## src/rtl/opendap_mem_ap_ahbl.sv

```systemverilog
// MEM-AP bridging DP register accesses onto a single-master AHB-Lite bus.
// Local registers (CSW/TAR/ID) complete in one cycle; DRW/BDn launch one NONSEQ transfer.
module opendap_mem_ap_ahbl #(
  parameter logic [7:0]  APSEL = 8'd0,
  parameter logic [31:0] IDR   = 32'h0477_0001,
  parameter logic [31:0] BASE  = 32'hffff_ffff
) (
  input  logic        swclk,
  input  logic        rst_n,
  input  logic [7:0]  ap_sel,
  input  logic [5:0]  ap_addr,
  input  logic [31:0] ap_wdata,
  input  logic        ap_wen,
  input  logic        ap_ren,
  output logic [31:0] ap_rdata,
  output logic        ap_rdy,
  output logic        ap_err,
  output logic [31:0] haddr,
  output logic [1:0]  htrans,
  output logic        hwrite,
  output logic [2:0]  hsize,
  output logic [31:0] hwdata,
  input  logic [31:0] hrdata,
  input  logic        hready,
  input  logic        hresp
);

  localparam int unsigned DW = 32;
  localparam logic [1:0] HTRANS_IDLE   = 2'b00;
  localparam logic [1:0] HTRANS_NONSEQ = 2'b10;
  localparam logic [5:0] A_CSW  = 6'h00;
  localparam logic [5:0] A_TAR  = 6'h01;
  localparam logic [5:0] A_DRW  = 6'h03;
  localparam logic [5:0] A_BASE = 6'h3E;
  localparam logic [5:0] A_IDR  = 6'h3F;

  typedef enum logic [1:0] {S_IDLE, S_ADDR, S_DATA} state_t;

  state_t          r_state;
  logic [2:0]      r_size;
  logic [1:0]      r_inc;
  logic [DW-1:0]   r_tar;
  logic [DW-1:0]   r_rdata;
  logic            r_rdy;
  logic            r_err;
  logic            r_drw;
  logic [DW-1:0]   r_haddr;
  logic [1:0]      r_htrans;
  logic            r_hwrite;
  logic [2:0]      r_hsize;
  logic [DW-1:0]   r_hwdata;

  logic            w_acc;
  logic            w_is_drw;
  logic            w_is_bd;
  logic [2:0]      w_wsize;
  logic [DW-1:0]   w_csw;
  logic [DW-1:0]   w_tar_inc;
  logic [DW-1:0]   w_rd_local;

  assign w_acc     = r_rdy && (ap_wen || ap_ren) && (ap_sel == APSEL);
  assign w_is_drw  = (ap_addr == A_DRW);
  assign w_is_bd   = (ap_addr[5:2] == 4'b0001);
  assign w_wsize   = (ap_wdata[2:0] > 3'd2) ? 3'd2 : ap_wdata[2:0];
  assign w_csw     = {24'd0, ~r_rdy, 1'b1, r_inc, 1'b0, r_size};
  assign w_tar_inc = r_tar + (DW'(1) << r_size);

  // Read mux for registers answered without bus activity
  always_comb begin
    w_rd_local = '0;
    case (ap_addr)
      A_CSW:   w_rd_local = w_csw;
      A_TAR:   w_rd_local = r_tar;
      A_BASE:  w_rd_local = BASE;
      A_IDR:   w_rd_local = IDR;
      default: w_rd_local = '0;
    endcase
  end

  always_ff @(posedge swclk or negedge rst_n) begin
    if (!rst_n) begin
      r_state  <= S_IDLE;
      r_size   <= 3'd0;
      r_inc    <= 2'd0;
      r_tar    <= '0;
      r_rdata  <= '0;
      r_rdy    <= 1'b1;
      r_err    <= 1'b0;
      r_drw    <= 1'b0;
      r_haddr  <= '0;
      r_htrans <= HTRANS_IDLE;
      r_hwrite <= 1'b0;
      r_hsize  <= 3'd0;
      r_hwdata <= '0;
    end else begin
      case (r_state)
        S_IDLE: begin
          if (w_acc) begin
            r_err <= 1'b0;
            if (w_is_drw || w_is_bd) begin
              r_state  <= S_ADDR;
              r_rdy    <= 1'b0;
              r_drw    <= w_is_drw;
              r_htrans <= HTRANS_NONSEQ;
              r_hwrite <= ap_wen;
              r_hwdata <= ap_wdata;
              if (w_is_drw) begin
                r_haddr <= r_tar;
                r_hsize <= r_size;
              end else begin
                r_haddr <= {r_tar[31:4], ap_addr[1:0], 2'b00};
                r_hsize <= 3'd2;
              end
            end else if (ap_wen) begin
              if (ap_addr == A_CSW) begin
                r_size <= w_wsize;
                r_inc  <= ap_wdata[5:4];
              end
              if (ap_addr == A_TAR) r_tar <= ap_wdata;
            end else begin
              r_rdata <= w_rd_local;
            end
          end
        end
        S_ADDR: begin
          if (hready) begin
            r_htrans <= HTRANS_IDLE;
            r_state  <= S_DATA;
          end
        end
        S_DATA: begin
          if (hready) begin
            if (!r_hwrite) r_rdata <= hrdata;
            r_err   <= hresp;
            r_rdy   <= 1'b1;
            r_state <= S_IDLE;
            // Auto-increment only for successful DRW with AddrInc single
            if (r_drw && !hresp && (r_inc == 2'b01)) r_tar <= w_tar_inc;
          end
        end
        default: r_state <= S_IDLE;
      endcase
    end
  end

  assign ap_rdata = r_rdata;
  assign ap_rdy   = r_rdy;
  assign ap_err   = r_err;
  assign haddr    = r_haddr;
  assign htrans   = r_htrans;
  assign hwrite   = r_hwrite;
  assign hsize    = r_hsize;
  assign hwdata   = r_hwdata;

endmodule

```

## config.mk

```make
export PLATFORM = sky130hd
export DESIGN_NAME = opendap_mem_ap_ahbl
export DESIGN_NICKNAME = d
export VERILOG_FILES = /design/src/rtl/opendap_mem_ap_ahbl.sv
export SDC_FILE = /design/constraint.sdc
export NUM_CORES = 1
export LEC_CHECK = 0
export CAP_MARGIN = 20
export CORE_MARGIN = 5
export CORE_UTILIZATION = 38
export CTS_BUF_LIST = sky130_fd_sc_hd__clkbuf_8
export DETAILED_ROUTE_END_ITERATION = 8
export SLEW_MARGIN = 20
export SYNTH_ARGS = -nofsm -noshare
export SYNTH_HDL_FRONTEND = slang
export SYNTH_SLANG_ARGS = --single-unit
export TNS_END_PERCENT = 20
```

## constraint.sdc

```tcl
create_clock -name swclk -period 3.95 [get_ports swclk]
set_input_delay 0.395 -clock swclk [delete_from_list [all_inputs] [get_ports swclk]]
set_output_delay 0.395 -clock swclk [all_outputs]
set_load 0.01 [all_outputs]
```

Yosys cells after proc, flatten, opt, wreduce, memory -nomap -nowiden

Cells that the tools add are included.

Reductions and logical operators: 20
Add/subtract/negate cells: 1
Muxes and demuxes: 32
Magnitude comparators: 1
Bitwise logic cells: 2
Shift-type cells: 1
Eq/ne operators: 18

Operator list:

| cell                   | number |
|---|---|
| $mux W32               | 11 |
| $pmux W32 S2           | 2 |
| $pmux W32 S4           | 1 |
| $add A32 B32 Y32       | 1 |
| $shl A1 B3 Y32 const A | 1 |
| $ne A2 B2 Y1 const B   | 10 |
| $eq A6 B6 Y1 const B   | 2 |
| $mux W2                | 6 |
| $reduce_and A4 Y1      | 3 |
| $logic_not A8 Y1       | 1 |
| $reduce_and A7 Y1      | 1 |
| $eq A6 B1 Y1 const B   | 1 |
| $eq A6 B2 Y1 const B   | 1 |
| $logic_not A6 Y1       | 1 |
| $mux W3                | 2 |
| $pmux W2 S3            | 1 |
| $reduce_and A3 Y1      | 2 |
| $reduce_and A6 Y1      | 1 |
| $mux W1                | 5 |
| $reduce_and A5 Y1      | 1 |
| $eq A2 B1 Y1 const B   | 2 |
| $eq A4 B1 Y1 const B   | 1 |
| $logic_and A1 B1 Y1    | 4 |
| $mux W4                | 1 |
| other kinds (9)        | 13 |

Register bits after elaboration: 144
Input bits: 84
Output and inout bits: 104
Logic and storage cells: 88

Depth between registers and ports, before layout

Gate-level depths: netlist of the first run.

Depth after elaboration: 6
Mapped depth: 10
Gate-level depth less buffers: 9

Worst setup path after synthesis of the first run

No wires, ideal clock.

Path kind: reg2reg
Start point: reg r_size[0]
End point: reg r_tar[16]
Buffers on the path: 1
Cell stages (with the launch flop): 11
Setup time: 126 ps
Arrival time: 2726 ps
Required time: 3824 ps
Clock period less this slack: 2852 ps
Path slack: 1098 ps
Path through: dfrtp_1 > clkbuf_1 > nor3_1 > ha_1 > fa_1 > a21o_1 > a221oi_1 > a21oi_1 > a41o_1 > a21oi_1 > a21oi_1

Word-level cells in the longest chain between the ends: 5

RTL lines:

| item                     | line | source |
|---|---|---|
| start: declaration       | 40   | `logic [2:0] r_size;` |
| start signal: assignment | 116  | `r_size <= w_wsize;` |
| $shl A1 B3 Y32           | 66   | `assign w_tar_inc = r_tar + (DW'(1) << r_size);` |
| $add A32 B32 Y32         | 66   |  |
| $mux W32                 | 138  | `if (r_drw && !hresp && (r_inc == 2'b01)) r_tar <= w_tar_inc;` |
| $mux W32                 | 132  | `if (hready) begin` |
| $pmux W32 S2             | 96   | `case (r_state)` |
| end signal: assignment   | 119  | `if (ap_addr == A_TAR) r_tar <= ap_wdata;` |
| end signal: assignment   | 138  |  |
| end: declaration         | 42   | `logic [DW-1:0] r_tar;` |

Every way passes these cells. The select of a mux whose other input is x is not followed.
A chain may end at the register's enable or synchronous reset.

Worst setup path after layout of the first run

Start point: reg r_size[0]
End point: reg r_tar[10]

Same word-level chain as after synthesis.

==> key figures, run 1 <==
Status
  • Status: finished with violations
  • Failing checks: hold timing

Detailed routing
  • Post-DR vias/cell: 5.51
  • DR vias: 6343
  • WL final: 22500 um
  • Post-DRT Antenna Nets: 0
  • Drt drc: 0
  • Iteration-0 DRC count of the detailed router: 553
  • Drt wl/cell: 19.5 um
  • Detailed-router iteration count before antenna repair: 5

Timing
  • Sum of negative setup slack: 0 ps
  • Slew HR: 33.5%
  • Max Slew Vio Count: 0
  • Hold WS: -16.8 ps
  • Final Skew: 12.3 ps
  • Unrepaired setup endpoints after global routing: no
  • Hold Fails Final Rpt: 13
  • Finish-stage setup viols: 0
  • Minimum clock period: 3330 ps
  • Final worst path period share: 84.4%
  • Highest clock rate: 300 MHz
  • Pin slew with the least headroom to its limit: 997 ps

Place
  • DP HPWL: 16100 um
  • Gpl congestion: 0.840
  • Post-Place Cells: 1122
  • Number of port buffers: 186

Run
  • MaxCap Viol Count: 0

Floorplan
  • Ports: 188
  • Core ar.: 18600 um2
  • Die Ht: 147 um
  • Die X: 147 um
  • Cell Rows: 50
  • Starting Density: 38.4%
  • Die area: 21700 um2

Clock network
  • CTS max path bufs: 2
  • Clock Sinks: 143
  • Post-CTS Resized: 0
  • Root Buffer: clkbuf_8
  • CTS buffer count: 17
  • CTS tree: yes
  • H-tree levels: 4
  • Latest clock arrival within the worst-skew pair: 460 ps
  • # hold bufs at CTS: 0
  • Clock slew at reported path FFs: 80 ps
  • Setup Fix Bufs, Post-CTS: 0

GRT
  • Largest net degree at the start of global routing: 82
  • GRT Util Overall: 20.6%
  • Vias in the first global route: 6167
  • Gr ovfl total: 0
  • Global-route wire length before repair: 35700 um
  • Initial antenna violation count: 0

Critical path
  • Critical path fanouts, max: 11
  • Cell Chain, Critical Path: nor3_1 > ha_1 > fa_1 > a21o_1 > a221oi_1 > a21oi_1 > nand2_1 > o22ai_1 > a22oi_1
  • Crit path launch type: flop
  • Crit path required time: 4330 ps
  • Worst Setup End Kind: flop
  • Worst EP arrival: 3710 ps
  • Max incr delay on CP: 770 ps
  • Max stage delay cell, worst path: a221oi_1
  • Crit path kind: flop to flop

Logic synthesis
  • Sequential fraction of the synthesis area: 50.0%
  • Post-Synthesis Cells: 739
  • YS warnings: 0
  • Unique cell type count in the Yosys netlist: 62
  • Yosys reg bits: 143
  • Async set or reset register ratio after synthesis: 100%
  • Syn_area_per_cell: 9.69 um2
  • Synthesized area: 7160 um2
  • Syn nets: 832
  • Most used DFF post-synth: dfrtp_1
  • EDFF count, synth: 0

Worst hold path
  • Min-delay worst type: input port to async pin

Pwr
  • Pwr Density: 322 nW/um2
  • VDD IR-drop max: 0.192 mV
  • Tot Pwr: 3.11 mW
  • Leak: 4.13 nW

Cells and area
  • Register Area: 3580 um2
  • # diodes: 0
  • Post-Layout Cell Count: 1152
  • Most frequent cells in the layout: clkdlybuf4s50_1, dfrtp_1, a21oi_1
  • Layout cells sized above 1: 12.5%
  • Fill count: 1766
  • Area Growth Syn to Fin: 35.1%
  • Most common cell after layout, fill and taps aside: clkdlybuf4s50_1
  • Layout Nets: 1000
  • Multi-input logic area: 3370 um2
  • Layout Utilization: 51.9%
worst max-delay path: cells and delay by family (launching register included):
| kind | cells | cell delay (ps) |
|---|---|---|
| flip-flops | 1 | 560 |
| AND/OR/NAND/NOR | 2 | 360 |
| adder cells (fa/ha/maj) | 2 | 680 |
| AO/OA/AOI/OAI | 5 | 1660 |
power by group:
group          switching, mW  internal [mW]  leakage (nW)
registers             0.0244           1.50          1.95
logic                  0.125          0.162          1.95
clock network          0.565          0.737         0.221
total                  0.714           2.40          4.13
registers in the layout (all words and copies together) (netlist names):
name      cells
ap_rdata     32
haddr        32
hwdata       32
r_tar        32
hsize         3
r_size        3
r_inc         2
r_state       2
ap_err        1
ap_rdy        1
htrans        1
hwrite        1
r_drw         1
layout make-up:
class                           instances  share of cell area (%)
Timing Repair Buffer                  200                    20.3
Sequential cell                       143                    37.0
Clock inverter                         13                    2.03
Tap cell                              234                    3.03
Clock buffer                           17                    2.42
Multi-Input combinational cell        535                    34.8
Inverter                               10                   0.388
synth_stat cells (all sizes together) (2+ instances only):
| cell type | instances | area, um2 |
|---|---|---|
| dfrtp | 142 | 3550 |
| a21oi | 104 | 524 |
| nor2 | 82 | 308 |
| nand2 | 68 | 255 |
| mux2 | 59 | 664 |
| o21ai | 51 | 255 |
| clkbuf | 34 | 128 |
| a2bb2oi | 17 | 149 |
| buf | 17 | 86.3 |
| nor3 | 15 | 75.1 |
| nand3 | 14 | 70.1 |
| o22ai | 14 | 87.6 |
| inv | 10 | 37.5 |
| ha | 8 | 100 |
| nand4 | 8 | 50.1 |
| a221oi | 7 | 61.3 |
| a31oi | 7 | 50.1 |
| and3 | 7 | 43.8 |
| nand2b | 6 | 37.5 |
| nor4 | 6 | 37.5 |
| a21o | 4 | 30.0 |
| a311oi | 4 | 35.0 |
| and4 | 4 | 35.0 |
| nor3b | 4 | 41.3 |
| o22a | 4 | 35.0 |
| o211ai | 3 | 22.5 |
| o21a | 3 | 22.5 |
| or4 | 3 | 26.3 |
| xnor2 | 3 | 26.3 |
| xor2 | 3 | 26.3 |
| and2 | 2 | 12.5 |
| and3b | 2 | 17.5 |
| mux2i | 2 | 20.0 |
cell families after synthesis:
family	after synthesis	synth area share [%]
flops	143	50.0
fa+ha+maj	9	1.68
xor+xnor	6	0.734
buf+inv	61	3.51
compound gates	232	19.9
simple gates	226	14.6
other cells	1	0.0524
mux	61	9.56
final timing paths:
kind                              from      endpoint  slack [ps]  cells past startpoint
max                          r_size[0]     r_tar[10]         620                      9
min in group swclk         ap_rdata[7]   ap_rdata[7]         480                      2
max in group asynchronous        rst_n     hwdata[9]        2990                      2
min reg2reg                ap_rdata[7]   ap_rdata[7]         480                      2
min                              rst_n  ap_rdata[26]         -20                      1
max reg2reg                  r_size[0]     r_tar[10]         620                      9
stage by stage:
| stage | area (um2) | setup WS [ps] |
|---|---|---|
| floorplan | 7160 | 1100 |
| global placement | 9240 | 788 |
| detailed placement | 9240 | 687 |
| CTS | 9670 | 666 |
| global route | 9680 | 401 |
| finish | 9680 | 616 |
metal layers:
metal	part of all wire, %	global-route usage [%]	up-vias	wire (um)
met2	46	32.0	217	10400
met5	0	0	-	0
met4	1.4	5.64	0	315
li1	-	-	3013	-
met1	47	29.8	3088	10500
met3	5.7	3.76	25	1280
(Power assumes the default switching activity.)
==> inputs of run 2 (changes only) <==
Clock period 3.95 ns to 3.4 ns, I/O delays scaled along.
==> key figures, run 2 (same netlist as run 1, synthesis figures left out) <==
Critical path
  • Worst EP arrival: 3390 ps
  • Worst reg2reg setup slack: 360 ps
  • Worst Setup End Kind: flop
  • Critical path fanouts, max: 11
  • Crit path required time: 3750 ps
  • Crit path kind: flop to flop
  • Crit path launch type: flop

Pwr
  • Clock Power Share: 38.7%
  • Sw Pwr: 0.859 mW
  • Proportion of power drawn by combinational gates: 9.8%
  • Pwr Density: 354 nW/um2
  • Tot Pwr: 3.44 mW
  • Leak: 4.13 nW
  • Sw frac: 25.0%
  • Sequential Power Share: 51.5%
  • Cell Int Power: 2.58 mW
  • VDD IR-drop max: 0.233 mV

Run
  • MaxCap Viol Count: 0

Timing
  • Final Skew: 12.7 ps
  • Highest clock rate: 329 MHz
  • Hold WS: 444 ps
  • Hold Fails Final Rpt: 0
  • Pin slew with the least headroom to its limit: 913 ps
  • Minimum clock period: 3040 ps
  • Max Slew Vio Count: 0
  • Slew HR: 38.7%
  • Sum of negative setup slack: 0 ps
  • Final worst path period share: 89.4%
  • Unrepaired setup endpoints after global routing: no
  • Finish-stage setup viols: 0

Clock network
  • Clock Sinks: 143
  • H-tree levels: 4
  • CTS buffer count: 17
  • CTS tree: yes
  • Setup Fix Bufs, Post-CTS: 0
  • # hold bufs at CTS: 1
  • Post-CTS Resized: 0
  • CTS max path bufs: 2
  • Latest clock arrival within the worst-skew pair: 460 ps
  • Clock slew at reported path FFs: 80 ps
  • Root Buffer: clkbuf_8

Place
  • Number of port buffers: 186
  • Gpl congestion: 0.849
  • DP HPWL: 16400 um
  • Post-Place Cells: 1128

Cells and area
  • Layout Utilization: 52.0%
  • Most frequent cells in the layout: clkdlybuf4s50_1, dfrtp_1, a21oi_1
  • Layout cells sized above 1: 13.2%
  • Most common cell after layout, fill and taps aside: clkdlybuf4s50_1
  • # diodes: 0
  • Layout Nets: 1007
  • Area Growth Syn to Fin: 35.4%
  • Post-Layout Cell Count: 1161

Detailed routing
  • Post-DRT Antenna Nets: 0
  • Drt drc: 0
  • Drt wl/cell: 19.6 um
  • DR vias: 6384
  • Detailed-router iteration count before antenna repair: 5
  • Post-DR vias/cell: 5.50
  • WL final: 22700 um
  • Iteration-0 DRC count of the detailed router: 475

GRT
  • GRT Util Overall: 21.0%
  • Vias in the first global route: 6352
  • Largest net degree at the start of global routing: 79
  • Initial antenna violation count: 0
  • Global-route wire length before repair: 36100 um
  • Gr ovfl total: 0

Floorplan
  • Die X: 147 um
  • Die area: 21700 um2
  • Die Ht: 147 um
  • Ports: 188
  • Cell Rows: 50
  • Core ar.: 18600 um2
  • Starting Density: 38.4%

Worst hold path
  • Min-delay worst type: input port to async pin

Status
  • Status: complete, no violations
[run 2: path summary, 6_finish.rpt]
| kind | depth (start not counted) | from | to |
|---|---|---|---|
| worst max-delay path | 8 | r_size[0] | r_tar[19] |
| worst min-delay path | 2 | rst_n | ap_rdata[26] |
| worst max register to register | 8 | r_size[0] | r_tar[19] |
| worst min register to register | 2 | haddr[17] | haddr[17] |
| max in group asynchronous | 3 | rst_n | ap_rdy |
| min in group swclk | 2 | haddr[17] | haddr[17] |
[run 2: power by group through the flow]
stage                     sequential (mW)  clock (mW)  combinational, mW
after CTS                            1.77        1.37              0.344
after global routing                 1.78        1.44              0.368
final                                1.77        1.33              0.337
after global placement               1.80           0              0.340
after floorplan                      1.82           0             0.0711
after detailed placement             1.80           0              0.340
[run 2: cell type report]
type / count / area [um2]
Inverter: 10 / 37.5
Clock buffer: 17 / 234
Sequential cell: 143 / 3580
Tap cell: 234 / 293
Timing Repair Buffer: 207 / 2050
Multi-Input combinational cell: 535 / 3360
Clock inverter: 15 / 146
Fill cell: 1713 / 8940
[run 2: through the flow]
| stage | cell area [um2] | setup slack (ps) |
|---|---|---|
| 5_1_grt | 9700 | 2.63 |
| 3_3_place_gp | 9310 | 446 |
| 2_1_floorplan | 7160 | 548 |
| 4_1_cts | 9700 | 376 |
| 3_5_place_dp | 9310 | 413 |
| 6_report | 9700 | 362 |
[run 2: critical path, stage by stage (launching register included)]
cell      delay, ps
dfrtp_1         540
nor3b_1         380
ha_1            320
a211oi_1        300
o211ai_1        210
a31oi_1         530
nor4_1          220
o21a_1          220
o22a_1          190
[run 2: routing by layer]
metal	global-route usage, %	part of all wire [%]	up-vias	wire [um]
li1	-	-	3030	-
met1	28.8	46	3124	10400
met2	32.7	46	201	10500
met3	5.86	6.4	29	1460
met4	6.10	1.7	0	377
met5	0	0	-	0
==> inputs of run 3 (changes only) <==
Settings changed: CORE_UTILIZATION 38 to 30, RECOVER_POWER set to 50.
==> key figures, run 3 (same netlist as run 1, synthesis figures left out) <==
Timing
  • Slew HR: -8.16%
  • Finish-stage setup viols: 0
  • Setup ws final: 531 ps
  • Unrepaired setup endpoints after global routing: no
  • Max Slew Vio Count: 36
  • Hold Fails Final Rpt: 0
  • Highest clock rate: 349 MHz
  • Minimum clock period: 2870 ps
  • Pin slew with the least headroom to its limit: 1620 ps
  • Final worst path period share: 84.4%
  • Sum of negative setup slack: 0 ps
  • Final Skew: 9.47 ps

Critical path
  • Cell Chain, Critical Path: nor3b_1 > fa_1 > a21o_1 > a221oi_1 > buf_4 > a2111oi_4 > nand2_1 > o22ai_1 > a2bb2oi_1
  • Crit path required time: 3730 ps
  • Max stage delay cell, worst path: a2111oi_4
  • Critical path fanouts, max: 11
  • Crit path launch type: flop
  • Worst Setup End Kind: flop
  • Worst EP arrival: 3200 ps
  • Crit path kind: flop to flop
  • Max incr delay on CP: 640 ps

GRT
  • GRT Util Overall: 17.5%
  • Gr ovfl total: 0
  • Initial antenna violation count: 0
  • Largest net degree at the start of global routing: 82
  • Vias in the first global route: 6278
  • Global-route wire length before repair: 36600 um

Clock network
  • Post-CTS Resized: 0
  • CTS buffer count: 17
  • Clock slew at reported path FFs: 90 ps
  • Root Buffer: clkbuf_8
  • Latest clock arrival within the worst-skew pair: 450 ps
  • CTS tree: yes
  • CTS max path bufs: 2
  • H-tree levels: 4
  • Clock Sinks: 143

Place
  • Gpl congestion: 0.860
  • DP HPWL: 17100 um
  • DP Worst Slack: 524 ps
  • Number of port buffers: 186
  • Post-Place Cells: 1214
  • Post-DP Area: 9440 um2

Detailed routing
  • Post-DR vias/cell: 5.13
  • Iteration-0 DRC count of the detailed router: 477
  • WL final: 23700 um
  • Drt drc: 0
  • Detailed-router iteration count before antenna repair: 5
  • Drt wl/cell: 19.0 um
  • DR vias: 6402
  • Post-DRT Antenna Nets: 0

Pwr
  • Sequential Power Share: 50.7%
  • Pwr Density: 355 nW/um2
  • Proportion of power drawn by combinational gates: 9.5%
  • Sw Pwr: 0.904 mW
  • Cell Int Power: 2.58 mW
  • Sw frac: 25.9%
  • VDD IR-drop max: 0.213 mV
  • Leak: 4.30 nW
  • Clock Power Share: 39.8%

Cells and area
  • Layout Nets: 1008
  • Layout cells sized above 1: 13.0%
  • Most common cell after layout, fill and taps aside: dfrtp_1
  • Final non-filler cell area: 9810 um2
  • Post-Layout Cell Count: 1247
  • # diodes: 0
  • Register Area: 3580 um2
  • Most frequent cells in the layout: dfrtp_1, clkdlybuf4s50_1, a21oi_1
  • Multi-input logic area: 3360 um2
  • Fill count: 2322
  • Area Growth Syn to Fin: 37.0%

Status
  • Failing checks: capacitance limit, slew limit
  • Status: finished with violations

Floorplan
  • Starting Density: 30.5%
  • Cell Rows: 56
  • Core ar.: 23500 um2
  • Ports: 188
  • Die area: 27100 um2
  • Die X: 165 um
  • Die Ht: 165 um

Worst hold path
  • Min-delay worst type: flop to flop

Run
  • MaxCap Viol Count: 1
==> run 3: layer usage <==
| metal | vias up | GRT usage [%] | part of all wire (%) | wire (um) |
|---|---|---|---|---|
| met5 | - | 0 | 0 | 0 |
| met4 | 0 | 4.12 | 1.1 | 253 |
| met3 | 17 | 4.77 | 7.4 | 1750 |
| met2 | 227 | 27.1 | 46 | 11000 |
| met1 | 3122 | 24.3 | 45 | 10700 |
| li1 | 3036 | - | - | - |
==> run 3: power by group through the flow <==
stage	clock network [mW]	logic (mW)	registers, mW
floorplan	0	0.0711	1.82
global route	1.51	0.360	1.78
CTS	1.44	0.348	1.77
finish	1.39	0.330	1.77
detailed placement	0	0.346	1.80
global placement	0	0.342	1.80
==> run 3: worst paths after layout <==
path	depth (start not counted)	endpoint	slack (ps)	start
worst max-delay path	9	r_tar[26]	530	r_size[0]
worst max register to register	9	r_tar[26]	530	r_size[0]
max in group asynchronous	3	ap_rdata[8]	950	rst_n
worst min register to register	2	ap_rdata[26]	480	ap_rdata[26]
worst min-delay path	2	ap_rdata[26]	480	ap_rdata[26]
min in group asynchronous	2	ap_rdata[26]	750	rst_n
==> run 3: metrics by stage <==
stage | hold slack, ps | util [%] | total power [mW]
detailed placement | 344 | 40.2 | 2.15
global route | 494 | 41.8 | 3.65
finish | 477 | 41.8 | 3.49
floorplan | 44.4 | - | 1.89
CTS | 404 | 41.9 | 3.56
global placement | 345 | 40.2 | 2.15
==> run 3: final cells by class <==
class | instances | share of cell area (%)
Clock buffer | 17 | 2.38
Clock inverter | 15 | 1.63
Inverter | 10 | 0.382
Multi-Input combinational cell | 535 | 34.2
Sequential cell | 143 | 36.5
Tap cell | 319 | 4.07
Timing Repair Buffer | 208 | 20.8
==> run 3: what timing repair did <==
action	in CTS	in global routing
hold buffers	1	0
setup buffers	0	0
hold endpoints to repair	52	0
==> run 3: critical path, delay by kind of cell, from the launching register on <==
family / cells / cell delay [ps]
AOI/OAI and AO/OA: 5 / 1150
and+or+nand+nor: 2 / 620
adders and majority gates: 1 / 280
DFF: 1 / 530
buffers and inverters: 1 / 170
